--- src/rtl/mem_copy_engine.sv ---
// mem_copy_engine: byte block copier over the data memory port with a modulo checksum
module mem_copy_engine #(
    parameter int ADDR_W = 8,
    parameter int DATA_W = 8
) (
    input  logic              clk,
    input  logic              rst,
    input  logic              start,
    input  logic [ADDR_W-1:0] src_base,
    input  logic [ADDR_W-1:0] dst_base,
    input  logic [ADDR_W-1:0] length,
    output logic              busy,
    output logic              done,
    output logic [DATA_W-1:0] checksum,
    output logic [ADDR_W-1:0] mem_adr,
    output logic [DATA_W-1:0] mem_datain,
    output logic              mem_w,
    output logic              mem_r,
    input  logic [DATA_W-1:0] mem_dataout
);
    typedef enum logic [1:0] {IDLE, READ, WRITE, DONE} state_t;
    state_t            r_state;
    logic [ADDR_W-1:0] r_src;
    logic [ADDR_W-1:0] r_dst;
    logic [ADDR_W-1:0] r_len;
    logic [ADDR_W-1:0] r_idx;
    logic [DATA_W-1:0] r_buf;
    logic [DATA_W-1:0] r_sum;
    logic [ADDR_W-1:0] w_idx_nxt;
    assign w_idx_nxt  = r_idx + 1'b1;
    assign busy       = (r_state == READ) || (r_state == WRITE);
    assign done       = r_state == DONE;
    assign mem_r      = r_state == READ;
    assign mem_w      = (r_state == WRITE) && !rst;
    assign mem_adr    = (r_state == READ) ? r_src + r_idx : (r_state == WRITE) ? r_dst + r_idx : '0;
    assign mem_datain = (r_state == WRITE) ? r_buf : '0;
    assign checksum   = r_sum;
    always_ff @(posedge clk) begin
        if (rst) begin
            r_state <= IDLE;
            r_src   <= '0;
            r_dst   <= '0;
            r_len   <= '0;
            r_idx   <= '0;
            r_buf   <= '0;
            r_sum   <= '0;
        end else begin
            case (r_state)
                IDLE: if (start) begin
                    r_src   <= src_base;
                    r_dst   <= dst_base;
                    r_len   <= length;
                    r_idx   <= '0;
                    r_sum   <= '0;
                    r_state <= (length != '0) ? READ : DONE;
                end
                READ: begin
                    r_buf   <= mem_dataout;
                    r_sum   <= r_sum + mem_dataout;
                    r_state <= WRITE;
                end
                WRITE: begin
                    r_idx   <= w_idx_nxt;
                    r_state <= (w_idx_nxt == r_len) ? DONE : READ;
                end
                default: r_state <= IDLE;
            endcase
        end
    end
endmodule

--- config.mk ---
export PLATFORM = sky130hd
export DESIGN_NAME = mem_copy_engine
export DESIGN_NICKNAME = d
export VERILOG_FILES = /design/src/rtl/mem_copy_engine.sv
export SDC_FILE = /design/constraint.sdc
export NUM_CORES = 1
export LEC_CHECK = 0
export BUFFER_PORTS_ARGS = -buffer_cell sky130_fd_sc_hd__buf_2
export CAP_MARGIN = 20
export CORE_MARGIN = 2
export CORE_UTILIZATION = 55
export CTS_CLUSTER_DIAMETER = 30
export DETAILED_ROUTE_END_ITERATION = 10
export PLACE_DENSITY_LB_ADDON = 0.2
export SLEW_MARGIN = 20
export SYNTH_ARGS = -nofsm -noshare
export SYNTH_HDL_FRONTEND = slang
export SYNTH_SLANG_ARGS = --single-unit
--- constraint.sdc ---
create_clock -name clk -period 2.6 [get_ports clk]
set_input_delay 0.26 -clock clk [delete_from_list [all_inputs] [get_ports clk]]
set_output_delay 0.26 -clock clk [all_outputs]
set_load 0.05 [all_outputs]
==> flow_summary.ini, run 1 <==
[outcome]
status = finished, final reports clean

[timing]
worstMarginPinSlew_ps = 982
clock.fmax_mhz = 407
setup_slack_ps = 141
slew_viol_final = 0
fin_crit_sh_pct = 94.6
setup_viol = 0
finClkSkew_ps = 9.60
final-hold-violation-count = 0
fin_crit_ps = 2460
finalSetupTns_ps = 0
rsz0062_at_grt = no
slew-limit-headroom_pct = 34.5

[setup_path]
required_ps = 2340
crit_fanout = 8
cp.arrival_ps = 2200
end_kind = output port
start_kind = register
crit_type = register to output port

[global_routing]
grt_pass1_vias = 2694
busiest_layer = met2
grt_max_degree = 57
grt_pass1_wl_um = 12200
use_met2_pct = 43.9
grt_overflow = 0
grt_usage_pct = 24.2
use_met1_pct = 30.4
grt_antenna_before_repair = 0
grt_use_met3_pct = 3.17

[clock_network]
htreeDepth = 2
clk_pin_slew_ps = 100
cts_buffer_depth = 2
cts.sinks = 50
tritoncts = built
cts_buffers = 5
clock-root-buffer = clkbuf_8
clk_latency_ps = 300

[synth]
syn-cell-area_um2 = 3140
syn_nets = 452
synth_seq_area_share_pct = 31.8
yosysWarnings = 0
syn_area_per_cell_um2 = 8.10
synth-edff-count = 0
ys_seq_elements = 50
async_flop_share_pct = 0
synth_cells = 388
ys.flop_type = dfxtp_1
ys_types = 48

[die]
fp-row-count = 27
die_area_um2 = 6340
coreArea_um2 = 5510
die_h_um = 79.6
die_w_um = 79.6
boundaryPins = 63
initial_core_util_pct = 57.1

[route]
vias = 2835
drc = 0
wire_per_inst_um = 13.9
viasPerCell = 5.47
drt_iter0_drc = 114
ant_nets = 0
dr.pass1.iters = 4
drt_wl_total_um = 7190

[min_path]
hp-class = input port to register

[placement]
portBuffers = 62
placed_cells = 509
gp_congestion = 0.791
dpl.hpwl_um = 5280
pre_cts_slack_ps = 249

[finish]
layout.cells.non_filler = 518
drive_gt1_share_pct = 21.3
fill_cells = 499
fin_nets = 509
area_delta_synth_final_pct = 16.2
diodes = 0

[power_and_ir_drop]
vdd_drop_max_v = 0.000328
leakagePower_uw = 0.00165
power_density_nw_per_um2 = 506

[job]
max_cap_viol_count = 0
==> layout make-up <==
cell class                 count  area (µm²)  share of cell area (%)
sequential                    50        1010                    27.6
timing repair buffer          69         375                    10.3
tap                           72        90.1                    2.47
multi-input combinational    308        2030                    55.5
clock buffer                   5        68.8                    1.88
clock inverter                 3        40.0                    1.10
inverter                      11        41.3                    1.13
==> cell families after synthesis <==
logic type                 share of synthesized area (%)
and+or+nand+nor                                     21.2
AOI/OAI and AO/OA                                   18.1
DFF                                                 31.8
xor gates and xnor gates                            8.64
buffers and inverters                               4.22
adders and majority gates                           12.3
muxes                                               3.66
==> path summary, 6_finish.rpt <==
path	cells after the start	end	start	slack, ps
worst max register to register	8	checksum[6]	checksum[0]	550
worst min register to register	2	r_dst[3]	r_dst[3]	460
worst min-delay path	3	r_src[2]	src_base[2]	180
worst max-delay path	9	mem_adr[6]	r_idx[0]	140
==> state kept, by name, indices dropped and copies added, names as in the netlist <==
register,flops
checksum,8
r_buf,8
r_dst,8
r_idx,8
r_len,8
r_src,8
r_state,2
==> synth_stat cells, drive strengths merged (2+ instances only) <==
library cell / number / area share [%]
a21o: 7 / 1.7
a21oi: 40 / 6.5
o21a: 2 / 0.48
nand3b: 2 / 0.48
o21ai: 16 / 2.5
nor3: 7 / 1.1
a22oi: 12 / 3.0
buf: 7 / 1.5
o31ai: 2 / 0.64
nand2: 66 / 7.9
xor2: 11 / 3.1
ha: 26 / 10
nor3b: 3 / 0.72
dfxtp: 50 / 32
fa: 3 / 1.9
xnor2: 20 / 5.6
nor2b: 4 / 0.80
and2: 9 / 1.8
inv: 11 / 1.3
o22ai: 2 / 0.40
nand2b: 4 / 0.80
a31oi: 2 / 0.40
and3: 3 / 1.1
o21bai: 2 / 0.48
nand3: 7 / 1.1
clkbuf: 12 / 1.4
a221oi: 2 / 0.56
nor4: 3 / 0.60
mux2i: 10 / 3.2
nor2: 33 / 3.9
==> cells in the final DEF (no fill, tap or decap), types with 9 or more instances in the layout <==
master	n
nand2_1	66
buf_2	60
dfxtp_1	47
a21oi_1	38
nor2_1	33
ha_1	25
xnor2_1	20
o21ai_0	12
xor2_1	11
a22oi_1	11
inv_1	10
mux2i_1	10
and2_1	9
==> layer usage <==
layer | vias up | share of wire [%]
li1 | 1452 | -
met1 | 1320 | 45
met2 | 56 | 51
met3 | 7 | 2.8
met4 | 0 | 0.90
met5 | - | 0
==> stage by stage <==
| stage | hold slack, ps | power (µW) | utilization [%] | area [µm²] |
|---|---|---|---|---|
| after CTS | 177 | 1860 | 65.6 | 3610 |
| after global routing | 197 | 1950 | 66.3 | 3650 |
| after floorplan | 396 | 1200 | - | 3140 |
| after detailed placement | 455 | 1320 | 63.5 | 3500 |
| final | 182 | 1850 | 66.3 | 3650 |
| after global placement | 453 | 1310 | 63.5 | 3500 |
==> where the power goes <==
group          internal (µW)  switching, µW  leakage, µW
sequential               815           38.9     0.000410
clock                    283            255    0.0000579
combinational            160            295      0.00118
total                   1260            589      0.00165
==> critical path, cell delays in order (launching register included) <==
cell     delay (ps)
dfxtp_4         390
ha_1            210
fa_2            360
a21o_1          180
a21oi_2         160
o21ai_0         120
xor2_1          140
nand2_1          60
o21ai_1         100
buf_6           180
==> what timing repair did <==
action / CTS / global route
hold buffers: 0 / 0
pin swaps: 0 / 2
endpoints found under the setup margin: 2 / 3
gates resized for setup: 3 / 12
setup buffers: 0 / 1
Note: power is estimated with default switching activity, not from simulation.
==> inputs of run 2 (changes only) <==
==> constraint.sdc (replaced) <==
create_clock -name clk -period 2.4 [get_ports clk]
set_input_delay 0.24 -clock clk [delete_from_list [all_inputs] [get_ports clk]]
set_output_delay 0.24 -clock clk [all_outputs]
set_load 0.05 [all_outputs]
==> flow_summary.ini, run 2 (same netlist as run 1, synthesis figures left out) <==
[outcome]
status = finished, final reports clean

[timing]
finClkSkew_ps = 3.89
slew_viol_final = 0
fin_crit_ps = 2370
rsz0062_at_grt = yes
setup_viol = 0
fin_crit_sh_pct = 98.9
clock.fmax_mhz = 421
worstMarginPinSlew_ps = 578
final-hold-violation-count = 0
slew-limit-headroom_pct = 61.5

[power_and_ir_drop]
total_power_uw = 1930
power_density_nw_per_um2 = 513
leakagePower_uw = 0.00169
vdd_drop_max_v = 0.000390

[setup_path]
cp.arrival_ps = 2130
crit_type = register to output port
required_ps = 2160
start_kind = register
end_kind = output port
crit_fanout = 3

[route]
drt_wl_total_um = 7410
vias = 2894
viasPerCell = 5.49
dr.pass1.iters = 4
wire_per_inst_um = 14.1
ant_nets = 0
drt_iter0_drc = 114
drc = 0

[global_routing]
grt_antenna_before_repair = 0
grt_pass1_vias = 2733
grt_usage_pct = 24.1
grt_max_degree = 34
grt_pass1_wl_um = 12200
grt_overflow = 0

[clock_network]
clk_pin_slew_ps = 90
cts_buffers = 5
cts_buffer_depth = 2
cts.sinks = 50
clk_latency_ps = 300
htreeDepth = 2
tritoncts = built
holdBufCountCts = 0
clock-root-buffer = clkbuf_8

[finish]
area_delta_synth_final_pct = 19.9
drive_gt1_share_pct = 24.8
fin_util_pct = 68.4
final_common_cell = nand2_1
fill_cells = 475
fin_nets = 518
seqCellArea_um2 = 1010
fin_area_um2 = 3770
final_cell_mix = 66 x nand2_1, 58 x buf_2, 44 x dfxtp_1
multi_input_area_um2 = 2080
diodes = 0

[die]
boundaryPins = 63
die_w_um = 79.6
die_h_um = 79.6
die_area_um2 = 6340
coreArea_um2 = 5510
initial_core_util_pct = 57.1
fp-row-count = 27

[placement]
place_area_um2 = 3540
gp_congestion = 0.833
dpl.hpwl_um = 5480
portBuffers = 62

[job]
max_cap_viol_count = 0

[min_path]
hp-class = input port to register
[run 2: changes by cell type in the layout (fill, tap and decap cells not counted), sizes merged]
| cell | before | now |
|---|---|---|
| bufinv | 1 | 0 |
| clkbuf | 5 | 7 |
| clkinvlp | 0 | 1 |
| buf | 69 | 77 |
| clkinv | 2 | 1 |
[run 2: critical path, cell delays in order (launching register included)]
cell	delay (ps)
dfxtp_4	370
ha_4	160
fa_2	360
a21o_1	180
a21oi_2	190
o21ai_2	80
xor2_1	160
nand2_1	80
o21ai_2	80
buf_6	170
[run 2: area by class of cell]
class,instances,share of cell area [%]
Multi-Input combinational cell,308,55.2
Tap cell,72,2.39
Sequential cell,50,26.9
Timing Repair Buffer,78,11.9
Clock buffer,6,2.19
Clock inverter,2,0.332
Inverter,11,1.10
[run 2: per-layer routing]
metal	GRT usage (%)	vias to the layer above	share of wire (%)
li1	-	1468	-
met1	29.5	1363	44
met2	44.6	57	51
met3	3.17	6	3.7
met4	5.17	0	0.77
met5	0	-	0
[run 2: worst paths after layout]
kind,slack (ps),to,depth (start not counted),from
hold / removal,170,r_src[0],3,src_base[0]
setup / recovery,30,mem_adr[6],9,r_idx[0]
setup reg to reg,360,checksum[6],8,checksum[0]
hold reg to reg,470,r_src[3],2,r_src[3]
[run 2: per-stage QoR]
step                std cells  TNS (ps)  hold slack (ps)  setup WS, ps
finish                    527         0              167          27.4
global route              527      -163              166         -79.6
CTS                       522     -24.1              165         -24.1
detailed placement        514         0              454          76.1
global placement          514         0              453           157
floorplan                 388      -671              376          -158
[run 2: where the power goes]
part | switching, µW | leakage, µW | total, µW | internal (µW)
combinational | 322 | 0.00123 | 502 | 179
clock | 274 | 0.0000472 | 506 | 232
sequential | 42.7 | 0.000412 | 926 | 884
total | 639 | 0.00169 | 1930 | 1300
[run 2: what timing repair did]
action | CTS | global route
gates resized for setup | 12 | 19
setup buffers | 0 | 5
endpoints found under the setup margin | 5 | 4
pin swaps | 2 | 16
==> inputs of run 3 (changes only) <==
--- a/config.mk
+++ b/config.mk
@@ -8,9 +8,11 @@
 export BUFFER_PORTS_ARGS = -buffer_cell sky130_fd_sc_hd__buf_2
 export CAP_MARGIN = 20
 export CORE_MARGIN = 2
-export CORE_UTILIZATION = 55
+export CORE_UTILIZATION = 57
+export CTS_BUF_LIST = sky130_fd_sc_hd__clkbuf_2
 export CTS_CLUSTER_DIAMETER = 30
 export DETAILED_ROUTE_END_ITERATION = 10
+export MAX_ROUTING_LAYER = met4
 export PLACE_DENSITY_LB_ADDON = 0.2
 export SLEW_MARGIN = 20
 export SYNTH_ARGS = -nofsm -noshare
==> flow_summary.ini, run 3 (same netlist as run 1, synthesis figures left out) <==
[timing]
slew_viol_final = 0
worstMarginPinSlew_ps = 691
finClkSkew_ps = 11.3
final-hold-violation-count = 0
clock.fmax_mhz = 397
fin_crit_ps = 2520
rsz0062_at_grt = yes
setup_viol = 4
setup_slack_ps = -120
fin_hold_ws_ps = 7.26
slew-limit-headroom_pct = 53.9
fin_crit_sh_pct = 105

[finish]
final_common_cell = nand2_1
layout.cells.non_filler = 538
fin_nets = 530
fill_cells = 440
drive_gt1_share_pct = 26.6
fin_util_pct = 71.4
diodes = 0
final_cell_mix = 66 x nand2_1, 56 x buf_2, 41 x dfxtp_1
area_delta_synth_final_pct = 22.7

[global_routing]
grt_antenna_before_repair = 0
grt_usage_pct = 25.5
grt_pass1_wl_um = 12400
grt_pass1_vias = 2767
grt_overflow = 0
grt_max_degree = 38

[placement]
portBuffers = 62
gp_congestion = 0.862
placed_cells = 515
dpl.hpwl_um = 5440

[clock_network]
cts_buffers = 5
cts_buffer_depth = 2
cts.sinks = 50
tritoncts = built
clk_latency_ps = 430
clock-root-buffer = clkbuf_2
htreeDepth = 2
clk_pin_slew_ps = 250

[route]
vias = 2944
dr.pass1.iters = 4
drt_iter0_drc = 137
drc = 0
ant_nets = 0
wire_per_inst_um = 14.3
drt_wl_total_um = 7670
viasPerCell = 5.47

[outcome]
violations = negative setup slack
status = finished with violations

[die]
die_area_um2 = 6130
fp-row-count = 27
boundaryPins = 63
die_h_um = 78.3
die_w_um = 78.3
coreArea_um2 = 5410
initial_core_util_pct = 58.2

[power_and_ir_drop]
leakagePower_uw = 0.00174
power_density_nw_per_um2 = 462
vdd_drop_max_v = 0.000384
total_power_uw = 1780

[setup_path]
crit_fanout = 3
end_kind = output port
cp.arrival_ps = 2280
start_kind = register
crit_type = register to output port
required_ps = 2160

[min_path]
hp-class = input port to register

[job]
max_cap_viol_count = 0
==> run 3: cell types whose count changed in the layout (fill, tap and decap cells not counted), sizes merged <==
cell         change
clkinv           +1
dlygate4sd3      +6
clkbuf           -2
buf              +7
clkinvlp         -1
==> run 3: worst paths after layout <==
check                           depth (start not counted)           to         from  slack, ps
worst min-delay path                                    3     r_dst[6]  dst_base[6]          7
worst max register to register                          8  checksum[6]  checksum[0]        320
worst max-delay path                                   10   mem_adr[6]     r_idx[0]       -120
worst min register to register                          2     r_dst[5]     r_dst[5]        480
==> run 3: timing repair <==
action                                  4_1_cts  5_1_grt
endpoints found under the setup margin        6        6
pin swaps                                     9       16
gates resized for setup                      27       17
hold buffers                                  1        5
hold endpoints to repair                      1        5
buffers inserted                              5        5
==> run 3: layer usage <==
layer  wire length, µm  global-route usage, %  part of all wire (%)  up-vias
met3               229                   2.99                   3.0        9
met5                 0                      -                     0        -
met1              3460                   31.7                    45     1379
met2              3880                   44.2                    51       58
li1                  -                      -                     -     1498
met4                99                   6.67                   1.3        0
==> run 3: stage by stage <==
stage                     setup WS [ps]  instance area, µm²  TNS (ps)
after floorplan                    -158                3140      -671
after global placement              173                3540         0
after detailed placement            139                3540         0
after CTS                          -114                3710      -297
after global routing               -241                3860      -950
final                              -120                3860      -346
==> run 3: where the power goes <==
| group | switching [µW] | internal [µW] |
|---|---|---|
| clock | 269 | 63.3 |
| combinational | 330 | 192 |
| sequential | 42.0 | 886 |
==> run 3: layout make-up <==
cell class	count	area [µm²]	area share, %
multi-input cells	308	2100	54.4
repair buffers	90	573	14.9
inverters	11	41.3	1.07
clock inverters	2	10.0	0.259
flip-flops and latches	50	1020	26.4
well taps	72	90.1	2.34
clock buffers	5	25.0	0.649
==> run 3: worst max-delay path: stages, from the launching register on <==
cell and delay [ps]:
dfxtp_4 430, ha_4 130, inv_1 50, fa_2 350
nor2b_1 130, o21ai_0 90, nand2b_1 100, a31oi_1 100
xor2_1 160, o21ai_2 140, buf_6 170
